File: config.mk
export PLATFORM = sky130hd
export DESIGN_NAME = alu_issue_ctrl
export DESIGN_NICKNAME = d
export VERILOG_FILES = /design/src/rtl/alu_issue_ctrl.sv
export SDC_FILE = /design/constraint.sdc
export NUM_CORES = 1
export LEC_CHECK = 0
export ABC_AREA = 1
export CAP_MARGIN = 0
export CORE_MARGIN = 1
export CORE_UTILIZATION = 30
export CTS_BUF_LIST = sky130_fd_sc_hd__clkbuf_4 sky130_fd_sc_hd__clkbuf_8
export DETAILED_ROUTE_END_ITERATION = 10
export DONT_BUFFER_PORTS = 1
export GPL_TIMING_DRIVEN = 0
export PLACE_DENSITY = 0.49
export SKIP_CTS_REPAIR_TIMING = 1
export SLEW_MARGIN = 40
export SYNTH_ARGS = -nofsm -noshare
export SYNTH_HDL_FRONTEND = slang
export SYNTH_SLANG_ARGS = --single-unit
File: constraint.sdc
create_clock -name clk -period 4.6 [get_ports clk]
set_clock_uncertainty 0.15 [all_clocks]
set_input_delay 0 -clock clk [delete_from_list [all_inputs] [get_ports clk]]
set_output_delay 0 -clock clk [all_outputs]
set_load 0.03 [all_outputs]
File: src/rtl/alu_issue_ctrl.sv
// Purpose : in-order issue/return controller for the 32-bit ALU (request FIFO -> ALU -> response FIFO).
// Latency : accept to rsp_valid is LAT+2 edges; sustains one op per cycle when the consumer keeps up.
// Backpres: req_ready drops when the request FIFO is full; issue stalls while response credit is zero.
//
// Ports: clk/rst_n (async, active-low); req_valid/req_ready/req_a/req_b/req_sel/req_tag request side;
//        alu_a/alu_b/alu_sel registered ALU drive, alu_y/alu_flag ALU result; rsp_valid/rsp_ready/
//        rsp_y/rsp_flag/rsp_tag/rsp_err response side; busy = anything queued, in flight or buffered.
// Option : define ALU_ISSUE_SELCHK_EN to treat req_sel > 4'b1000 as illegal (issued idle, rsp_err=1,
//          zero result). Without it every sel is forwarded and rsp_err stays 0.

// Purpose : generic synchronous FIFO with occupancy count; read data is zero while empty.
// Latency : write visible at the head one edge after push.
// Backpres: push ignored when full, pop ignored when empty; callers gate with count.
module alu_issue_fifo #(
    parameter int W     = 8,
    parameter int DEPTH = 4
) (
    input  logic                   clk,
    input  logic                   rst_n,
    input  logic                   push,
    input  logic [W-1:0]           push_dat,
    input  logic                   pop,
    output logic [W-1:0]           pop_dat,
    output logic [$clog2(DEPTH):0] count
);
    localparam int AW = $clog2(DEPTH);
    localparam int CW = AW + 1;

    logic [W-1:0]  mem [DEPTH];
    logic [AW-1:0] wr_ptr;
    logic [AW-1:0] rd_ptr;
    logic          full;
    logic          empty;
    logic          do_push;
    logic          do_pop;

    assign full    = (count == CW'(DEPTH));
    assign empty   = (count == '0);
    assign do_push = push && !full;
    assign do_pop  = pop && !empty;
    // Zero when empty so downstream outputs read 0 out of reset.
    assign pop_dat = empty ? '0 : mem[rd_ptr];

    always_ff @(posedge clk) begin
        if (do_push) begin
            mem[wr_ptr] <= push_dat;
        end
    end

    always_ff @(posedge clk or negedge rst_n) begin
        if (!rst_n) begin
            wr_ptr <= '0;
            rd_ptr <= '0;
            count  <= '0;
        end else begin
            if (do_push) wr_ptr <= wr_ptr + AW'(1);
            if (do_pop)  rd_ptr <= rd_ptr + AW'(1);
            count <= count + CW'(do_push) - CW'(do_pop);
        end
    end
endmodule

module alu_issue_ctrl #(
    parameter int WIDTH = 32,
    parameter int DEPTH = 4,
    parameter int LAT   = 1,
    parameter int TAG_W = 4
) (
    input  logic             clk,
    input  logic             rst_n,
    input  logic             req_valid,
    output logic             req_ready,
    input  logic [WIDTH-1:0] req_a,
    input  logic [WIDTH-1:0] req_b,
    input  logic [3:0]       req_sel,
    input  logic [TAG_W-1:0] req_tag,
    output logic [WIDTH-1:0] alu_a,
    output logic [WIDTH-1:0] alu_b,
    output logic [3:0]       alu_sel,
    input  logic [WIDTH-1:0] alu_y,
    input  logic             alu_flag,
    output logic             rsp_valid,
    input  logic             rsp_ready,
    output logic [WIDTH-1:0] rsp_y,
    output logic             rsp_flag,
    output logic [TAG_W-1:0] rsp_tag,
    output logic             rsp_err,
    output logic             busy
);
    localparam int CW   = $clog2(DEPTH) + 1;
    localparam int RQW  = 2 * WIDTH + 4 + TAG_W;
    localparam int RSW  = WIDTH + 1 + TAG_W + 1;
    // One stage beyond LAT: the tail then sits in the cycle where alu_y is
    // stable for the op, and the capture edge is the one after it.
    localparam int NSTG = LAT + 1;

    logic [RQW-1:0]   req_head;
    logic [RSW-1:0]   rsp_head;
    logic [CW-1:0]    req_count;
    logic [CW-1:0]    rsp_count;
    logic [WIDTH-1:0] head_a;
    logic [WIDTH-1:0] head_b;
    logic [3:0]       head_sel;
    logic [TAG_W-1:0] head_tag;
    logic             head_err;
    logic             has_credit;
    logic             issue;
    int               inflight_count;
    logic [NSTG-1:0]  pipe_vld;
    logic [NSTG-1:0]  pipe_err;
    logic [TAG_W-1:0] pipe_tag [NSTG];
    logic             tail_vld;
    logic             tail_err;
    logic [WIDTH-1:0] cap_y;
    logic             cap_flag;

    // ---------------- request side ----------------
    assign req_ready = (req_count != CW'(DEPTH));

    alu_issue_fifo #(.W(RQW), .DEPTH(DEPTH)) u_req_fifo (
        .clk      (clk),
        .rst_n    (rst_n),
        .push     (req_valid),
        .push_dat ({req_a, req_b, req_sel, req_tag}),
        .pop      (issue),
        .pop_dat  (req_head),
        .count    (req_count)
    );

    assign {head_a, head_b, head_sel, head_tag} = req_head;

`ifdef ALU_ISSUE_SELCHK_EN
    assign head_err = (head_sel > 4'b1000);
`else
    assign head_err = 1'b0;
`endif

    // Every issued op is guaranteed a response slot: buffered + in-flight
    // never exceeds DEPTH, so capture can never find the response FIFO full.
    assign inflight_count = $countones(pipe_vld);
    assign has_credit     = (int'(rsp_count) + inflight_count) < DEPTH;
    assign issue          = (req_count != '0) && has_credit;

    // ---------------- ALU drive ----------------
    always_ff @(posedge clk or negedge rst_n) begin
        if (!rst_n) begin
            alu_a   <= '0;
            alu_b   <= '0;
            alu_sel <= '0;
        end else if (issue && !head_err) begin
            alu_a   <= head_a;
            alu_b   <= head_b;
            alu_sel <= head_sel;
        end else begin
            alu_a   <= '0;
            alu_b   <= '0;
            alu_sel <= 4'b1111;
        end
    end

    // ---------------- in-flight tracking ----------------
    always_ff @(posedge clk or negedge rst_n) begin
        if (!rst_n) begin
            pipe_vld <= '0;
            pipe_err <= '0;
            for (int i = 0; i < NSTG; i++) pipe_tag[i] <= '0;
        end else begin
            pipe_vld    <= {pipe_vld[NSTG-2:0], issue};
            pipe_err    <= {pipe_err[NSTG-2:0], issue && head_err};
            pipe_tag[0] <= head_tag;
            for (int i = 1; i < NSTG; i++) pipe_tag[i] <= pipe_tag[i-1];
        end
    end

    assign tail_vld = pipe_vld[NSTG-1];
    assign tail_err = pipe_err[NSTG-1];
    // Illegal ops never reached the ALU; their result is forced to zero.
    assign cap_y    = tail_err ? '0 : alu_y;
    assign cap_flag = !tail_err && alu_flag;

    // ---------------- response side ----------------
    alu_issue_fifo #(.W(RSW), .DEPTH(DEPTH)) u_rsp_fifo (
        .clk      (clk),
        .rst_n    (rst_n),
        .push     (tail_vld),
        .push_dat ({cap_y, cap_flag, pipe_tag[NSTG-1], tail_err}),
        .pop      (rsp_ready),
        .pop_dat  (rsp_head),
        .count    (rsp_count)
    );

    assign {rsp_y, rsp_flag, rsp_tag, rsp_err} = rsp_head;
    assign rsp_valid = (rsp_count != '0);
    assign busy      = (req_count != '0) || (inflight_count != 0) || (rsp_count != '0);
endmodule

==> flow_summary.json <==
{
  "run_status": "completed",
  "multi_input_area_um2": 4040,
  "final_report_setup_violation_count": 0,
  "post_synthesis_cell_count": 1911,
  "portBuffers": 0,
  "synth.most_common_cell": "nand2_1",
  "synth.yosys.seq_area_share_pct": 71.4,
  "fill_count": 6757,
  "core_area_um2": 70600,
  "synth_enable_flop_cells": 436,
  "p_per_area_nw_per_um2": 641,
  "cts.clk_slew.worst_paths_ns": 0.06,
  "worst_path_largest_cell_delay_ns": 0.49,
  "combined_buffer_and_inverter_count_along_the_critical_path": 1,
  "worst-endpoint-required_ns": 4.97,
  "maxClockFrequency_mhz": 346,
  "worst_path_max_delay_cell": "nor2_1",
  "critPathMostFrequentCell": "ha_1",
  "dp_hpwl_um": 34800,
  "worst_case_clock_buffer_depth": 3,
  "yosys_warnings": 0,
  "crit_path_max_fanout": 6,
  "remaining_drc_errors": 0,
  "viasPerCell": 4.24,
  "unrepaired_setup_endpoints_after_global_routing": "false",
  "post_synth_instance_area_um2": 21600,
  "floorplan.die.width_um": 270,
  "final.period_utilization_pct": 62.8,
  "grt-ovfl-total": 0,
  "detailroute.via_count": 13800,
  "grt_antenna_before_repair": 0,
  "area.sequential_um2": 15400,
  "routed_wl_um": 54800,
  "first_iter_violations": 772,
  "dpl_cell_area_um2": 23500,
  "fin_total_pwr_mw": 17.7,
  "timing.critical_path.arrival_ns": 3.26,
  "tritoncts_clock_tree": "yes",
  "ys_dominant_reg_cell": "edfxtp_1",
  "critical_path.startpoint_type": "register",
  "start_util_pct": 30.5,
  "worstSkewPairLatency_ns": 0.69,
  "setup_total_negative_slack_ns": 0,
  "ys_top_cells_by_count": "nand2_1, inv_1, edfxtp_1, nand3_1, dfrtp_1",
  "cts.htree.levels": 3,
  "post-route-cell-area_um2": 27600,
  "floorplan.die_area_um2": 73000,
  "wl_per_cell_um": 16.8,
  "hold_ws_ns": 0.0780,
  "path_cells": "ha_1 > ha_1 > nand3_1 > nand2_1 > nor2_1 > ha_1 > inv_1 > ha_1 > fa_1",
  "number_of_global_route_vias_before_repair": 13200,
  "grt_first_pass_wirelength_um": 81300,
  "synth_largest_area_cell": "edfxtp_1",
  "syn_avg_cell_area_um2": 11.3,
  "criticalPathCategory": "register to register",
  "die_y_um": 270,
  "timing_worst_slew_pin_value_ns": 0.902,
  "antenna_cells_inserted": 0,
  "critical_path.top_delay_family": "adder cells",
  "grt_max_degree": 93,
  "synth.ff_latch_count": 528,
  "layout_min_cycle_time_ns": 2.89,
  "critical_path.endpoint_type": "register",
  "finish.net_count": 2378,
  "grt.total_usage_pct": 14.9,
  "vdd.ir_drop.worst_mv": 0.255,
  "synth_largest_type_area_fraction_pct": 60.7,
  "final_antenna_net_count": 0,
  "leakage_nw": 12.0,
  "hold_viol_final": 0,
  "max-cap-violations": 0,
  "ios": 218,
  "mappedNetlistNets": 2037,
  "maxSlewViolCount": 0,
  "maxSlewHeadroom_pct": 40.1,
  "sinks_on_the_clock_net": 528,
  "min-delay-path-class": "primary input to register",
  "gpl.final_weighted_congestion": 0.738,
  "num_rows": 97,
  "synthTopCellsByArea": "edfxtp_1, dfrtp_1, nand2_1",
  "layout-area-overhead-vs-synth_pct": 28.2,
  "final_layout_size_suffix_gt1_share_pct": 14.5,
  "first_pass_iters": 6,
  "clock_tree.root_cell": "clkbuf_8",
  "tritoncts.num_buffers": 92,
  "ys_types": 23,
  "async_set_reset_flop_share_out_of_synthesis_pct": 17.4
}
==> path summary, 6_finish.rpt <==
check / start / endpoint / slack (ns) / cells after the start
worst max-delay path: pipe_vld[1]$_DFF_PN0_ / u_req_fifo.count[1]$_DFF_PN0_ / 1.71 / 9
worst min-delay path: rsp_ready / u_rsp_fifo.rd_ptr[1]$_DFFE_PN0P_ / 0.08 / 3
worst max register to register: pipe_vld[1]$_DFF_PN0_ / u_req_fifo.count[1]$_DFF_PN0_ / 1.71 / 9
worst min register to register: pipe_tag[6]$_DFF_PN0_ / pipe_tag[2]$_DFF_PN0_ / 0.20 / 0
max in group asynchronous: rst_n / alu_a[5]$_DFF_PN0_ / 3.40 / 4
min in group asynchronous: rst_n / alu_b[11]$_DFF_PN0_ / 0.39 / 4
==> power breakdown <==
part | switching [mW] | internal, mW | total, mW
Clock | 1.94 | 2.50 | 4.45
Combinational | 4.36 | 1.85 | 6.20
Sequential | 0.702 | 6.37 | 7.07
==> placed cells by master (no fill, tap or decap), drive strengths merged <==
master	count
nand2	484
inv	458
edfxtp	436
nand3	223
dlygate4sd3	215
clkbuf	156
a21oi	105
buf	104
dfrtp	92
clkinv	20
ha	15
nor2	11
xnor2	3
fa	2
nand4	1
o21ai	1
conb	1
clkinvlp	1
bufinv	1
==> tightest hold or removal path: cells and delay by family <==
family	cells	cell delay [ns]
and+or+nand+nor	1	0.15
AOI/OAI and AO/OA	1	0.09
buffers and inverters	1	0.60
==> routing by layer <==
metal  track usage (%)  routed length, um
met1              17.4              23500
met2              24.7              26700
met3              5.99               3520
met4              4.83               1100
met5                 0                  0
==> metrics by stage <==
| stage | setup WS (ns) | util, % | instances |
|---|---|---|---|
| 5_1_grt | 1.57 | 39.1 | 3269 |
| 3_5_place_dp | 1.72 | 33.2 | 2881 |
| 6_report | 1.71 | 39.1 | 3269 |
| 2_1_floorplan | 0.0602 | - | 1911 |
| 4_1_cts | 1.72 | 36.0 | 3052 |
| 3_3_place_gp | -3.44 | 32.2 | 2851 |
==> cell families (layout without fill, tap and decap cells) <==
| kind of cell | count (synthesis) | in the layout | share of synthesized area, % |
|---|---|---|---|
| and+or+nand+nor | 719 | 719 | 13.9 |
| buffers and inverters | 537 | 955 | 10.2 |
| DFF | 528 | 528 | 71.4 |
| AOI/OAI and AO/OA | 106 | 106 | 3.33 |
| adders and majority gates | 17 | 17 | 1.06 |
| xor gates and xnor gates | 3 | 3 | 0.122 |
| other | 1 | 1 | 0.0174 |
==> layout make-up <==
cell class / count / share of cell area, %
Buffer: 83 / 1.78
Clock buffer: 145 / 6.36
Clock inverter: 26 / 0.702
Inverter: 454 / 6.17
Multi-Input combinational cell: 846 / 14.6
Sequential cell: 528 / 55.7
Tap cell: 940 / 4.26
Timing Repair Buffer: 247 / 10.4
==> flip-flops by register name, indices dropped and copies added, names as in the netlist <==
register,flops
alu_a,32
alu_sel,4
u_rsp_fifo.count,3
pipe_vld,2
u_req_fifo.mem,288
alu_b,32
u_rsp_fifo.wr_ptr,2
pipe_tag,8
u_rsp_fifo.rd_ptr,2
u_req_fifo.wr_ptr,2
u_req_fifo.count,3
u_rsp_fifo.mem,148
u_req_fifo.rd_ptr,2
Power figures use the tool's default switching activity.
